==> config.mk <==
export PLATFORM = sky130hd
export DESIGN_NAME = imem_boot_loader
export DESIGN_NICKNAME = d
export VERILOG_FILES = /design/src/rtl/boot_loader_pkg.sv /design/src/rtl/byte_word_packer.sv /design/src/rtl/imem_boot_loader.sv
export SDC_FILE = /design/constraint.sdc
export NUM_CORES = 1
export LEC_CHECK = 0
export CORE_MARGIN = 4
export CORE_UTILIZATION = 58
export DETAILED_ROUTE_END_ITERATION = 16
export GPL_ROUTABILITY_DRIVEN = 0
export HOLD_SLACK_MARGIN = 0.02
export PLACE_DENSITY = 0.91
export RECOVER_POWER = 50
export SYNTH_ARGS = -nofsm -noshare
export SYNTH_HDL_FRONTEND = slang
export SYNTH_HIERARCHICAL = 1
export SYNTH_SLANG_ARGS = --single-unit
export TNS_END_PERCENT = 5
==> constraint.sdc <==
create_clock -name clk -period 5.5 [get_ports clk]
set_input_delay 1.1 -clock clk [delete_from_list [all_inputs] [get_ports clk]]
set_output_delay 1.1 -clock clk [all_outputs]
set_load 0.01 [all_outputs]
==> src/rtl/boot_loader_pkg.sv <==
// Shared types and constants for the instruction-memory boot loader.
package boot_loader_pkg;

  localparam int unsigned WORD_BYTES = 4;
  localparam int unsigned LEN_W      = 16;

  typedef enum logic [2:0] {
    IDLE,
    LEN_LO,
    LEN_HI,
    DATA,
    CHECK,
    DONE,
    ERROR
  } state_t;

endpackage

==> src/rtl/byte_word_packer.sv <==
// Assembles accepted bytes into little-endian 32-bit words; word_valid marks the 4th byte.
module byte_word_packer
  import boot_loader_pkg::*;
(
  input  logic        clk,
  input  logic        rst_n,
  input  logic        clear,
  input  logic        byte_valid,
  input  logic [7:0]  byte_in,
  output logic        word_valid,
  output logic [31:0] word
);

  logic [1:0]  cnt_q, cnt_d;
  logic [31:0] shreg_q, shreg_d;

  always_comb begin
    cnt_d   = cnt_q;
    shreg_d = shreg_q;
    if (clear) begin
      cnt_d   = '0;
      shreg_d = '0;
    end else if (byte_valid) begin
      cnt_d   = cnt_q + 2'd1;
      shreg_d = {byte_in, shreg_q[31:8]};
    end
  end

  // Bytes enter at the top and shift down, so byte 0 ends up in bits [7:0].
  assign word_valid = byte_valid && !clear && (cnt_q == 2'(WORD_BYTES - 1));
  assign word       = {byte_in, shreg_q[31:8]};

  always_ff @(posedge clk or negedge rst_n) begin
    if (!rst_n) begin
      cnt_q   <= '0;
      shreg_q <= '0;
    end else begin
      cnt_q   <= cnt_d;
      shreg_q <= shreg_d;
    end
  end

endmodule

==> src/rtl/imem_boot_loader.sv <==
// Loads a length-prefixed byte stream into instruction memory and holds the CPU in reset until done.
// Optional trailing XOR checksum byte is enabled by defining BOOT_CHECKSUM_EN.
module imem_boot_loader
  import boot_loader_pkg::*;
#(
  parameter int unsigned MEM_WORDS = 64,
  parameter int unsigned ADDR_W    = $clog2(MEM_WORDS)
) (
  input  logic              clk,
  input  logic              rst_n,
  input  logic              start,
  input  logic              in_valid,
  input  logic [7:0]        in_data,
  output logic              in_ready,
  output logic              imem_we,
  output logic [ADDR_W-1:0] imem_addr,
  output logic [31:0]       imem_wdata,
  output logic              cpu_rst,
  output logic              done,
  output logic              error,
  output logic [ADDR_W:0]   words_loaded
);

  state_t            state_q, state_d;
  logic [7:0]        len_lo_q, len_lo_d;
  logic [LEN_W-1:0]  len_q, len_d;
  logic [ADDR_W:0]   wl_q, wl_d;
  logic              we_q, we_d;
  logic [ADDR_W-1:0] addr_q, addr_d;
  logic [31:0]       wdata_q, wdata_d;
`ifdef BOOT_CHECKSUM_EN
  logic [7:0]        xor_q, xor_d;
`endif

  logic             accept;
  logic             start_ok;
  logic             pk_valid;
  logic             pk_word_valid;
  logic [31:0]      pk_word;
  logic [LEN_W-1:0] hdr_len;
  logic             all_words;

  assign accept    = in_valid && in_ready;
  assign start_ok  = start && (state_q == IDLE || state_q == DONE || state_q == ERROR);
  assign pk_valid  = accept && (state_q == DATA);
  assign hdr_len   = {in_data, len_lo_q};
  assign all_words = (LEN_W'(wl_q) == len_q);

  byte_word_packer u_packer (
    .clk        (clk),
    .rst_n      (rst_n),
    .clear      (start_ok),
    .byte_valid (pk_valid),
    .byte_in    (in_data),
    .word_valid (pk_word_valid),
    .word       (pk_word)
  );

  // DATA stops accepting once the last word is captured so no trailing byte is consumed.
  always_comb begin
    in_ready = 1'b0;
    case (state_q)
      LEN_LO, LEN_HI, CHECK: in_ready = 1'b1;
      DATA:                  in_ready = !all_words;
      default:               in_ready = 1'b0;
    endcase
  end

  always_comb begin
    state_d  = state_q;
    len_lo_d = len_lo_q;
    len_d    = len_q;
    wl_d     = wl_q;
    we_d     = 1'b0;
    addr_d   = addr_q;
    wdata_d  = wdata_q;
`ifdef BOOT_CHECKSUM_EN
    xor_d    = xor_q;
`endif
    case (state_q)
      IDLE, DONE, ERROR: begin
        if (start_ok) begin
          state_d = LEN_LO;
          wl_d    = '0;
`ifdef BOOT_CHECKSUM_EN
          xor_d   = '0;
`endif
        end
      end
      LEN_LO: begin
        if (accept) begin
          len_lo_d = in_data;
          state_d  = LEN_HI;
        end
      end
      LEN_HI: begin
        if (accept) begin
          len_d = hdr_len;
          if (hdr_len > LEN_W'(MEM_WORDS)) begin
            state_d = ERROR;
          end else if (hdr_len == '0) begin
`ifdef BOOT_CHECKSUM_EN
            state_d = CHECK;
`else
            state_d = DONE;
`endif
          end else begin
            state_d = DATA;
          end
        end
      end
      DATA: begin
`ifdef BOOT_CHECKSUM_EN
        if (pk_valid) xor_d = xor_q ^ in_data;
`endif
        if (pk_word_valid) begin
          we_d    = 1'b1;
          addr_d  = wl_q[ADDR_W-1:0];
          wdata_d = pk_word;
          wl_d    = wl_q + 1'b1;
        end
        // wl_q reaches N on the edge that raises imem_we, so this leaves DATA one cycle later.
        if (all_words) begin
`ifdef BOOT_CHECKSUM_EN
          state_d = CHECK;
`else
          state_d = DONE;
`endif
        end
      end
      CHECK: begin
`ifdef BOOT_CHECKSUM_EN
        if (accept) state_d = (in_data == xor_q) ? DONE : ERROR;
`else
        state_d = ERROR;
`endif
      end
      default: state_d = IDLE;
    endcase
  end

  always_ff @(posedge clk or negedge rst_n) begin
    if (!rst_n) begin
      state_q  <= IDLE;
      len_lo_q <= '0;
      len_q    <= '0;
      wl_q     <= '0;
      we_q     <= 1'b0;
      addr_q   <= '0;
      wdata_q  <= '0;
`ifdef BOOT_CHECKSUM_EN
      xor_q    <= '0;
`endif
    end else begin
      state_q  <= state_d;
      len_lo_q <= len_lo_d;
      len_q    <= len_d;
      wl_q     <= wl_d;
      we_q     <= we_d;
      addr_q   <= addr_d;
      wdata_q  <= wdata_d;
`ifdef BOOT_CHECKSUM_EN
      xor_q    <= xor_d;
`endif
    end
  end

  assign imem_we      = we_q;
  assign imem_addr    = addr_q;
  assign imem_wdata   = wdata_q;
  assign words_loaded = wl_q;
  assign done         = (state_q == DONE);
  assign error        = (state_q == ERROR);
  assign cpu_rst      = (state_q != DONE);

endmodule
## Word-level counts from Yosys, hierarchy flattened

Index checks and enable logic that the tools add are counted.

- Add/sub/neg operators: 2
- Muxes and demuxes: 17
- Equality and inequality tests: 14
- Order comparisons: 1
- Reduce and logical (&&, ||, !) cells: 20

Operators with widths:

| cell | count |
|---|---|
| $mux 32 | 2 |
| $mux 3 | 6 |
| $eq 7x16->1 | 1 |
| $gt 16x7->1 const B | 1 |
| $logic_not 16->1 | 1 |
| $pmux 3 s5 | 1 |
| $mux 7 | 2 |
| $pmux 7 s2 | 1 |
| $eq 3x3->1 const B | 3 |
| $ne 2x2->1 const B | 4 |
| $add 7x1->7 const B | 1 |
| $eq 3x2->1 const B | 2 |
| $reduce_and 2->1 | 3 |
| $reduce_or 3->1 | 2 |
| $logic_and 1x1->1 | 5 |
| $mux 2 | 2 |
| $reduce_and 4->1 | 1 |
| $reduce_bool 2->1 | 2 |
| $eq 3x1->1 const B | 1 |
| $logic_not 3->1 | 1 |
| $ne 3x3->1 const B | 1 |
| $reduce_and 3->1 | 1 |
| $add 2x1->2 const B | 1 |
| $eq 2x2->1 const B | 1 |
| 5 further kinds | 8 |

- Bits of input ports: 12
- Output and inout bits: 50
- Bits in registers: 107
- Word-level logic and storage cells: 63

## Longest topological paths before layout

Gate-level depths: netlist of the first run.

- Depth in word-level cells: 9
- Mapped depth: 13
- Depth with buffers taken out: 10

## Hierarchy

Netlist of the first run, hierarchy kept.

By module, submodules not included:

| module | instances | cells an instance | area each (sq um) |
|---|---|---|---|
| imem_boot_loader | 1 | 317 | 3224.3 |
| byte_word_packer | 1 | 95 | 1156.1 |

## Worst setup path after synthesis of the first run

No wires, ideal clock.

- Path type: input to register
- Start: input in_valid
- End: register wl_q[6] (netlist: words_loaded[6])
- Data arrival time: 2.569 ns
- Required time: 5.372 ns
- Stages on the path: 11
- Path slack: 2.803 ns
- Cell sequence: inv_1 nor3_1 buf_6 buf_12 nand2_1 nor2_1 nand4b_1 buf_2 nor4_4 xnor2_1 nor2_1

- Cells in the longest elaborated chain, start to end: 6

Ends and longest elaborated chain:

| item | RTL line | source |
|---|---|---|
| from (decl) | imem_boot_loader.sv:12 | `input logic in_valid,` |
| $logic_and 1x1->1 | imem_boot_loader.sv:43 | `assign accept = in_valid && in_ready;` |
| $logic_and 1x1->1 | imem_boot_loader.sv:45 | `assign pk_valid = accept && (state_q == DATA);` |
| named net pk_valid | imem_boot_loader.sv:37 | `logic pk_valid;` |
| $logic_and 1x1->1 (2 in a row) | byte_word_packer.sv:30 | `assign word_valid = byte_valid && !clear && (cnt_q == 2'(WORD_BYTES - 1));` |
| named net pk_word_valid | imem_boot_loader.sv:38 | `logic pk_word_valid;` |
| $ne 2x2->1 (no source line) | n/a |  |
| $reduce_and 3->1 (no source line) | n/a |  |
| to (signal assigned) | imem_boot_loader.sv:158 | `wl_q <= wl_d;` |
| to (decl) | imem_boot_loader.sv:27 | `logic [ADDR_W:0] wl_q, wl_d;` |

The timed path passes the listed nets, and every way through them passes these cells.
A chain may end at the register's enable or synchronous reset.

## Worst setup path after layout of the first run

- Start: input in_valid
- End: register wdata_q[22] (netlist: imem_wdata[22])

- Cells in the longest elaborated chain, start to end: 5

Ends and longest elaborated chain:

| item | RTL line | source |
|---|---|---|
| $logic_and 1x1->1 | imem_boot_loader.sv:43 |  |
| $logic_and 1x1->1 | imem_boot_loader.sv:45 |  |
| named net pk_valid | imem_boot_loader.sv:37 |  |
| $logic_and 1x1->1 (2 in a row) | byte_word_packer.sv:30 |  |
| named net pk_word_valid | imem_boot_loader.sv:38 |  |
| $reduce_and 2->1 (no source line) | n/a |  |
| to (signal assigned) | imem_boot_loader.sv:161 | `wdata_q <= wdata_d;` |
| to (decl) | imem_boot_loader.sv:30 | `logic [31:0] wdata_q, wdata_d;` |

The timed path passes the listed nets, and every way through them passes these cells.

==> impl_metrics.json, run 1 <==
{
  "fillCellCount": 533,
  "cts_hold_buf": 0,
  "cp_data_required_time_ps": 5790,
  "num-nets-final": 474,
  "yosysWarnings": 6,
  "area_growth_pct": 17.11,
  "cts_tree": "built",
  "synth_cell_types": 43,
  "ys_dominant_reg_cell": "dfrtp_1",
  "clockRootBuffer": "clkbuf_8",
  "violations": "capacitance limit, slew limit",
  "dr.pass1.iters": 4,
  "dieArea_mm2": 0.009007,
  "min_path_cells": 2,
  "clk_pin_slew_worst_paths_ps": 90,
  "wl_per_cell_um": 16.49,
  "io_buffers": 61,
  "place_area_mm2": 0.004946,
  "synth_top_area_share_pct": 56.56,
  "antenna_found_initial": 0,
  "ir_drop_mv": 0.2248,
  "power_mw": 1.982,
  "post_cts_buffers": 0,
  "die_h_um": 94.91,
  "final_area_mm2": 0.005130,
  "placementRows": 31,
  "clockBufferDepth": 2,
  "die_w_um": 94.91,
  "ys_seq_area_share_pct": 56.56,
  "routed_wl_um": 9284,
  "cts-resized-gates": 0,
  "cts_inserted_buffers": 9,
  "syn_nets": 426,
  "period_minus_slack_ps": 4043,
  "post-route-period-util_pct": 73.52,
  "crit_fanout": 47,
  "start_util_pct": 60.07,
  "drive_above_1_share_pct": 10.99,
  "h-tree-depth": 3,
  "hold_path_class": "register to register",
  "reg2reg_setup_slack_ps": 1780,
  "critical_path.startpoint": "in_valid",
  "tightestPinTransition_ps": 2296,
  "cts.sinks": 99,
  "postSynthCellCount": 412,
  "p_leak_nw": 2.520,
  "criticalPathCategory": "input pin to register",
  "ioPinCount": 62,
  "pwr_density_cell_mw_per_mm2": 386.3,
  "drcViolationCount": 0,
  "fmax_mhz": 247.3,
  "syn-cell-area_mm2": 0.004380,
  "first_global_vias": 3137,
  "grt_pass1_wl_um": 15830,
  "status": "finished with violations",
  "ys_ff_latch": 99,
  "yosysMostFrequentCell": "nand2_1",
  "holdCritStartpoint": "imem_wdata[6]$_DFFE_PN0P_",
  "fin_worst_hold_slack_ps": 475.7,
  "end_kind": "register",
  "grt_use_total_pct": 22.87,
  "hpwlAfterDp_um": 6263,
  "grt_setup_unrepaired": "false",
  "max-slew-margin-rel_pct": -53.10,
  "maxSlewViolCount": 46,
  "crit_path_start_kind": "input pin",
  "core-area_mm2": 0.007292,
  "hold_viol": 0,
  "ff2ff_path_depth": 12,
  "r2r_end": "imem_wdata[22]$_DFFE_PN0P_",
  "avgSynthCellArea_um2": 10.63,
  "n_antenna_cell": 0,
  "synth_common_cells": "nand2_1 (124), dfrtp_1 (99), nor2_1 (37), mux2i_1 (25), mux2_2 (15)",
  "synth_enable_flop_cells": 0,
  "r2r-start": "len_q[8]$_DFFE_PN0P_",
  "finalSetupViolations": 0,
  "drv_cap": 1,
  "drt_iter0_drc": 262,
  "final.setup.tns_ps": 0,
  "worst_hold_path.endpoint": "imem_wdata[6]$_DFFE_PN0P_",
  "synthArstFlopShare_pct": 100.0,
  "routed_via_density": 5.483,
  "clk_latency_ps": 360,
  "grt_max_degree": 56,
  "synth_area_leader_cell": "dfrtp_1",
  "postRouteAntennaNets": 0,
  "cp.arrival_ps": 4330,
  "synth_area_leaders": "dfrtp_1 (57%), nand2_1 (11%), mux2i_1 (5.7%)",
  "dr_total_vias": 3087,
  "skew_ps": 8.965,
  "grt-ovfl-total": 0
}
registers in the layout, indices dropped and copies added (netlist names):
register	count
u_packer/cnt_q	2
len_lo_q	8
state_q	3
imem_addr	6
len_q	16
imem_wdata	32
words_loaded	7
u_packer/shreg_q	24
imem_we	1
cell type report:
| class | count | area (µm²) | area share [%] |
|---|---|---|---|
| flip-flops and latches | 99 | 2477 | 48.29 |
| multi-input cells | 279 | 1678 | 32.71 |
| repair buffers | 66 | 639.4 | 12.46 |
| clock buffers | 11 | 141.4 | 2.756 |
| well taps | 99 | 123.9 | 2.415 |
| clock inverters | 4 | 51.30 | 1.000 |
| inverters | 5 | 18.77 | 0.3659 |
worst max path at each step:
stage / end / slack [ps] / cells after the start
2_1_floorplan: words_loaded[6]$_DFFE_PN0P_ / 2800 / 11
3_3_place_gp: imem_wdata[21]$_DFFE_PN0P_ / 1430 / 11
3_5_place_dp: imem_wdata[22]$_DFFE_PN0P_ / 1150 / 11
4_1_cts: imem_wdata[22]$_DFFE_PN0P_ / 1520 / 11
5_1_grt: len_q[10]$_DFFE_PN0P_ / 1120 / 2
6_report: imem_wdata[22]$_DFFE_PN0P_ / 1460 / 11
kinds of logic after synthesis:
logic type                 after synthesis  synth area share, %
and+or+nand+nor                        194                19.19
AOI/OAI and AO/OA                       21                3.228
DFF                                     99                56.56
buffers and inverters                   34                5.199
xor gates and xnor gates                13                2.599
adders and majority gates                2               0.5712
muxes                                   49                12.65
placed cells by master, fill, tap and decap left out, drive strengths merged, types with 3 or more instances in the layout:
| cell type | instances |
|---|---|
| a21oi | 5 |
| buf | 4 |
| clkbuf | 13 |
| clkdlybuf4s50 | 43 |
| dfrtp | 99 |
| dlygate4sd3 | 17 |
| inv | 5 |
| mux2 | 24 |
| mux2i | 25 |
| nand2 | 124 |
| nand3 | 3 |
| nor2 | 39 |
| nor3 | 5 |
| nor4 | 6 |
| o21ai | 6 |
| xnor2 | 6 |
| xor2 | 7 |
worst max-delay path: stages:
cell           delay (ps)
dlygate4sd3_1         570
inv_1                 120
nor3_2                200
buf_4                 420
nand2_1               120
nor2_1                140
nand4b_1              110
buf_4                 320
inv_1                 900
nand2_1               180
nand2_1               120
power breakdown:
group | leakage (nW) | switching (mW) | internal (mW)
logic | 1.10 | 0.232 | 0.269
registers | 1.32 | 0.152 | 0.872
clock network | 0.0954 | 0.237 | 0.221
per-layer routing:
layer  routed length (µm)  part of all wire (%)  vias to the layer above  global-route usage [%]
li1                     -                     -                     1439                       -
met1                 4199                    45                     1542                   30.96
met2                 4425                    48                       83                   36.76
met3                  418                   4.5                       23                   3.108
met4                  242                   2.6                        0                   10.58
met5                    0                     0                        -                       0
stage by stage:
stage,cells,utilization (%),setup WS (ps)
floorplan,412,-,2803
global placement,548,67.83,1434
detailed placement,548,67.83,1151
CTS,563,70.47,1517
global route,563,70.35,1119
finish,563,70.35,1457
Note: power is estimated with default switching activity, not from simulation.
==> inputs of run 2 (changes only) <==
- CORE_UTILIZATION: 58 -> 54
- PLACE_DENSITY: 0.91 -> 0.86
- clock period: 5.5 -> 3.79 ns (I/O delays scaled with it)
==> run 2 against run 1 <==
Combinational power grew 37%. Largest power group unchanged. Die area grew 6.8%. Hold slack is essentially flat. The run still ends with capacitance limit, slew limit left. Non-clock buffer count grew 2. Cell count grew 0.89%. Clock skew shrank 1.6 ps. Register-to-register slack lost 850 ps. Via count shrank 1.5%.
==> impl_metrics.json, run 2 (same netlist as run 1, synthesis figures left out) <==
{
  "critical_path.startpoint": "len_q[8]$_DFFE_PN0P_",
  "clockBufferDepth": 2,
  "period_minus_slack_ps": 3204,
  "finalSetupViolations": 0,
  "wl_met3_um": 513,
  "final_core_util_pct": 65.18,
  "cts_hold_buf": 0,
  "crit_fanout": 3,
  "crit_path_start_kind": "register",
  "die_w_um": 98.07,
  "max-slew-margin-rel_pct": -29.70,
  "final_cell_mix": "nand2_1 (124), dfrtp_1 (99), clkdlybuf4s50_1 (49)",
  "largest_reg_flops": 32,
  "io_buffers": 61,
  "clockRootBuffer": "clkbuf_8",
  "cts.sinks": 99,
  "ioPinCount": 62,
  "start_util_pct": 56.11,
  "hold_viol": 0,
  "cts-resized-gates": 0,
  "fmax_mhz": 312.1,
  "drive_above_1_share_pct": 9.442,
  "clk_pin_slew_worst_paths_ps": 90,
  "p_leak_nw": 2.471,
  "end_kind": "output pin",
  "h-tree-depth": 3,
  "hold_path_class": "register to register",
  "tightestPinTransition_ps": 1946,
  "hpwlAfterDp_um": 6239,
  "r2r-start": "len_q[8]$_DFFE_PN0P_",
  "post_cts_buffers": 0,
  "grt_max_degree": 48,
  "grt_pass1_wl_um": 15300,
  "met2WireLength_um": 4238,
  "first_global_vias": 3038,
  "cp.arrival_ps": 2450,
  "n_antenna_cell": 0,
  "holdCritStartpoint": "imem_addr[3]$_DFFE_PN0P_",
  "routed_via_density": 5.352,
  "clk_latency_ps": 360,
  "grt_setup_unrepaired": "false",
  "wl_per_cell_um": 15.80,
  "postRouteAntennaNets": 0,
  "criticalPathCategory": "register to output pin",
  "ir_drop_mv": 0.2219,
  "violations": "capacitance limit, slew limit",
  "cts_tree": "built",
  "fillCellCount": 618,
  "final.setup.tns_ps": 0,
  "final_cells": 568,
  "final_area_mm2": 0.005089,
  "drt_iter0_drc": 195,
  "cts_inserted_buffers": 9,
  "power_mw": 2.754,
  "routed_wl_um": 8974,
  "core-area_mm2": 0.007807,
  "maxSlewViolCount": 38,
  "drv_cap": 1,
  "area_growth_pct": 16.17,
  "die_h_um": 98.07,
  "status": "finished with violations",
  "dr_total_vias": 3040,
  "dpl.cell_count": 553,
  "mostFrequentLayoutCell": "nand2_1",
  "top_layer_used": "met4",
  "drcViolationCount": 0,
  "pwr_density_cell_mw_per_mm2": 541.1,
  "placementRows": 32,
  "post-route-period-util_pct": 84.55,
  "reg2reg_setup_slack_ps": 930,
  "dr.pass1.iters": 4,
  "place_area_mm2": 0.004965,
  "num-nets-final": 476,
  "grt-ovfl-total": 0,
  "cp_data_required_time_ps": 3030,
  "skew_ps": 7.349,
  "antenna_found_initial": 0,
  "grt_use_total_pct": 19.81,
  "dieArea_mm2": 0.009617,
  "wl_met1_um": 4066
}
-- run 2: cell types whose count changed in the layout (fill, tap and decap cells not counted), sizes merged --
cell and change:
clkinv -1, clkdlybuf4s50 +6, dlygate4sd3 -6, bufinv -1
clkbuf +4
-- run 2: path summary, 6_finish.rpt --
path | end | cells after the start
max in group asynchronous | state_q[0]$_DFFE_PN0P_ | 2
setup reg to reg | words_loaded[1]$_DFFE_PN0P_ | 12
setup / recovery | in_ready | 5
min in group asynchronous | imem_wdata[12]$_DFFE_PN0P_ | 1
hold / removal | imem_addr[3]$_DFFE_PN0P_ | 2
hold reg to reg | imem_addr[3]$_DFFE_PN0P_ | 2
-- run 2: critical path: stages (launching register included) --
cell and delay, ps:
dfrtp_1 380, or4_1 530, nor3_1 290, and3_1 280, a31oi_1 100, clkdlybuf4s50_1 500
-- run 2: cell type report --
type,count,area [µm²],area share [%]
Clock buffer,13,148.9,2.926
Clock inverter,2,12.51,0.2459
Inverter,5,18.77,0.3688
Multi-Input combinational cell,279,1655,32.53
Sequential cell,99,2477,48.68
Tap cell,102,127.6,2.508
Timing Repair Buffer,68,648.1,12.74
-- run 2: where the power goes --
group | switching, mW | internal, mW
combinational | 0.328 | 0.359
sequential | 0.215 | 1.27
clock | 0.332 | 0.253
-- run 2: through the flow --
step / setup slack, ps / hold slack (ps)
after floorplan: 1350 / 438.0
after global placement: 969.3 / 459.8
after detailed placement: 881.5 / 462.4
after CTS: 536.5 / 359.0
after global routing: 452.0 / 497.2
final: 585.7 / 475.3
-- run 2: metal layers --
metal,global-route usage [%],vias up
li1,-,1445
met2,30.26,86
met3,3.929,16
met4,8.094,0
met1,27.98,1493
met5,0,-
==> inputs of run 3 (changes only) <==
- CORE_UTILIZATION: 54 -> 49
- PLACE_DENSITY: 0.86 -> 0.83
- clock period: 3.79 -> 2.9 ns (I/O delays scaled with it)
==> run 3 against run 2 <==
The flow now finishes without violations. Clock skew is 3.7 ps higher. Combinational power increased by 36%. Utilization fell by 5.1 points. Critical path type is now register to register. Non-clock buffer count rose by 3. Sequential power grew 31%. Hold slack got worse by 18 ps. Via count increased by 1.5%. Critical endpoint is now imem_wdata[22]$_DFFE_PN0P_. Count of clock-buffer cells in the layout decreased by 3. Register-to-register slack worse by 710 ps.
==> impl_metrics.json, run 3 (same netlist as run 1, synthesis figures left out) <==
{
  "final_cells": 578,
  "p_leak_nw": 2.582,
  "fin_worst_hold_slack_ps": 457.7,
  "cts_inserted_buffers": 9,
  "dr_total_vias": 3087,
  "place_worst_setup_slack_ps": 208.4,
  "pwr_density_cell_mw_per_mm2": 738.8,
  "mostFrequentLayoutCell": "nand2_1",
  "endpoint": "imem_wdata[22]$_DFFE_PN0P_",
  "cp_data_required_time_ps": 3150,
  "criticalPathCategory": "register to register",
  "start_util_pct": 50.23,
  "skew_ps": 11.09,
  "fmax_mhz": 372.9,
  "ioPinCount": 62,
  "h-tree-depth": 3,
  "setup_ws_ps": 218.2,
  "cts.sinks": 99,
  "cp_slowest_stage_delay_ps": 540,
  "clockRootBuffer": "clkbuf_8",
  "final.setup.tns_ps": 0,
  "dr.pass1.iters": 5,
  "dpl.cell_count": 561,
  "crit_path_start_kind": "register",
  "place_area_mm2": 0.005012,
  "crit_cells": 12,
  "grt_pass1_wl_um": 15280,
  "die_w_um": 102.6,
  "io_buffers": 61,
  "end_kind": "register",
  "largest_reg_flops": 32,
  "grt_setup_unrepaired": "false",
  "ir_drop_mv": 0.3342,
  "wl_per_cell_um": 15.67,
  "tightestPinTransition_ps": 1244,
  "maxSlewViolCount": 0,
  "post-route-period-util_pct": 92.48,
  "drive_above_1_share_pct": 12.55,
  "path_cells": "or4_1, nor3_2, and3_4, nor3_2, nand2_1, nor2_1, nand4b_1, buf_4, inv_1, buf_12, nand2_1, nand2_1",
  "cts_hold_buf": 0,
  "critPathBufInv": 3,
  "final_cell_mix": "nand2_1 (124), dfrtp_1 (99), clkdlybuf4s50_1 (38)",
  "cpMaxStageDelayCell": "or4_1",
  "dieArea_mm2": 0.01052,
  "drcViolationCount": 0,
  "hold_viol": 0,
  "drt_iter0_drc": 202,
  "final_core_util_pct": 60.06,
  "routed_wl_um": 9055,
  "num-nets-final": 479,
  "final_area_mm2": 0.005238,
  "first_global_vias": 3078,
  "r2r-start": "len_q[8]$_DFFE_PN0P_",
  "ff2ff_path_depth": 12,
  "period_minus_slack_ps": 2682,
  "finalSetupViolations": 0,
  "power_mw": 3.870,
  "cts_tree": "built",
  "max-slew-margin-rel_pct": 17.06,
  "routed_via_density": 5.341,
  "reg2reg_setup_slack_ps": 220,
  "grt_use_total_pct": 18.70,
  "clockBufferDepth": 2,
  "path_delay_family": "simple AND/OR/NAND/NOR gates",
  "drv_cap": 0,
  "critical_path.startpoint": "len_q[8]$_DFFE_PN0P_",
  "status": "complete, no violations",
  "die_h_um": 102.6,
  "postRouteAntennaNets": 0,
  "core-area_mm2": 0.008721,
  "area_growth_pct": 19.57,
  "n_antenna_cell": 0,
  "path_common_cell": "nand2_1",
  "crit_fanout": 47,
  "hold_path_class": "input pin to async pin",
  "grt-ovfl-total": 0,
  "antenna_found_initial": 0,
  "r2r_end": "imem_wdata[22]$_DFFE_PN0P_",
  "cp.arrival_ps": 2930,
  "grt_max_degree": 53,
  "clk_pin_slew_worst_paths_ps": 100,
  "clk_latency_ps": 370,
  "placementRows": 34,
  "hpwlAfterDp_um": 6186
}
-- run 3: cell count changes in the layout (fill, tap and decap cells not counted), moves of 2 or more --
cell,delta
nor4_2,+2
dlygate4sd3_1,+10
clkinv_4,+2
mux2_1,-3
clkbuf_1,-3
bufinv_16,+2
buf_4,+3
mux2_4,+3
clkdlybuf4s50_1,-11
nor4_1,-2
-- run 3: cell type report --
| type | count | area (µm²) |
|---|---|---|
| well taps | 108 | 135.1 |
| flip-flops and latches | 99 | 2477 |
| clock buffers | 10 | 127.6 |
| repair buffers | 71 | 689.4 |
| multi-input cells | 279 | 1692 |
| inverters | 5 | 18.77 |
| clock inverters | 6 | 97.59 |
| fillers | 669 | 3483 |
-- run 3: how the worst min path moves through the flow --
stage | depth (start not counted) | from | end
after floorplan | 0 | rst_n | imem_addr[0]$_DFFE_PN0P_
after global placement | 2 | u_packer/shreg_q[12]$_DFFE_PN0P_ | imem_wdata[4]$_DFFE_PN0P_
after detailed placement | 2 | u_packer/shreg_q[11]$_DFFE_PN0P_ | imem_wdata[3]$_DFFE_PN0P_
after CTS | 1 | rst_n | imem_wdata[12]$_DFFE_PN0P_
after global routing | 2 | imem_wdata[5]$_DFFE_PN0P_ | imem_wdata[5]$_DFFE_PN0P_
final | 1 | rst_n | imem_wdata[12]$_DFFE_PN0P_
-- run 3: report_power, final --
group	leakage, nW	total (mW)	switching, mW	internal (mW)
Clock	0.113	0.995	0.497	0.499
Combinational	1.15	0.937	0.444	0.494
Sequential	1.32	1.94	0.283	1.65
-- run 3: repair_timing --
item	in CTS	in global routing
resized for setup	4	1
cloned	0	0
setup endpoints to repair	1	1
buffers inserted	0	1
pin swaps	0	1
-- run 3: per-layer routing --
layer	part of all wire [%]	wire length (µm)	track usage, %	vias up
met5	0	0	0	-
met4	1.9	176	8.476	0
met3	4.9	441	3.315	14
met2	48	4366	29.20	82
met1	45	4070	25.69	1541
li1	-	-	-	1450
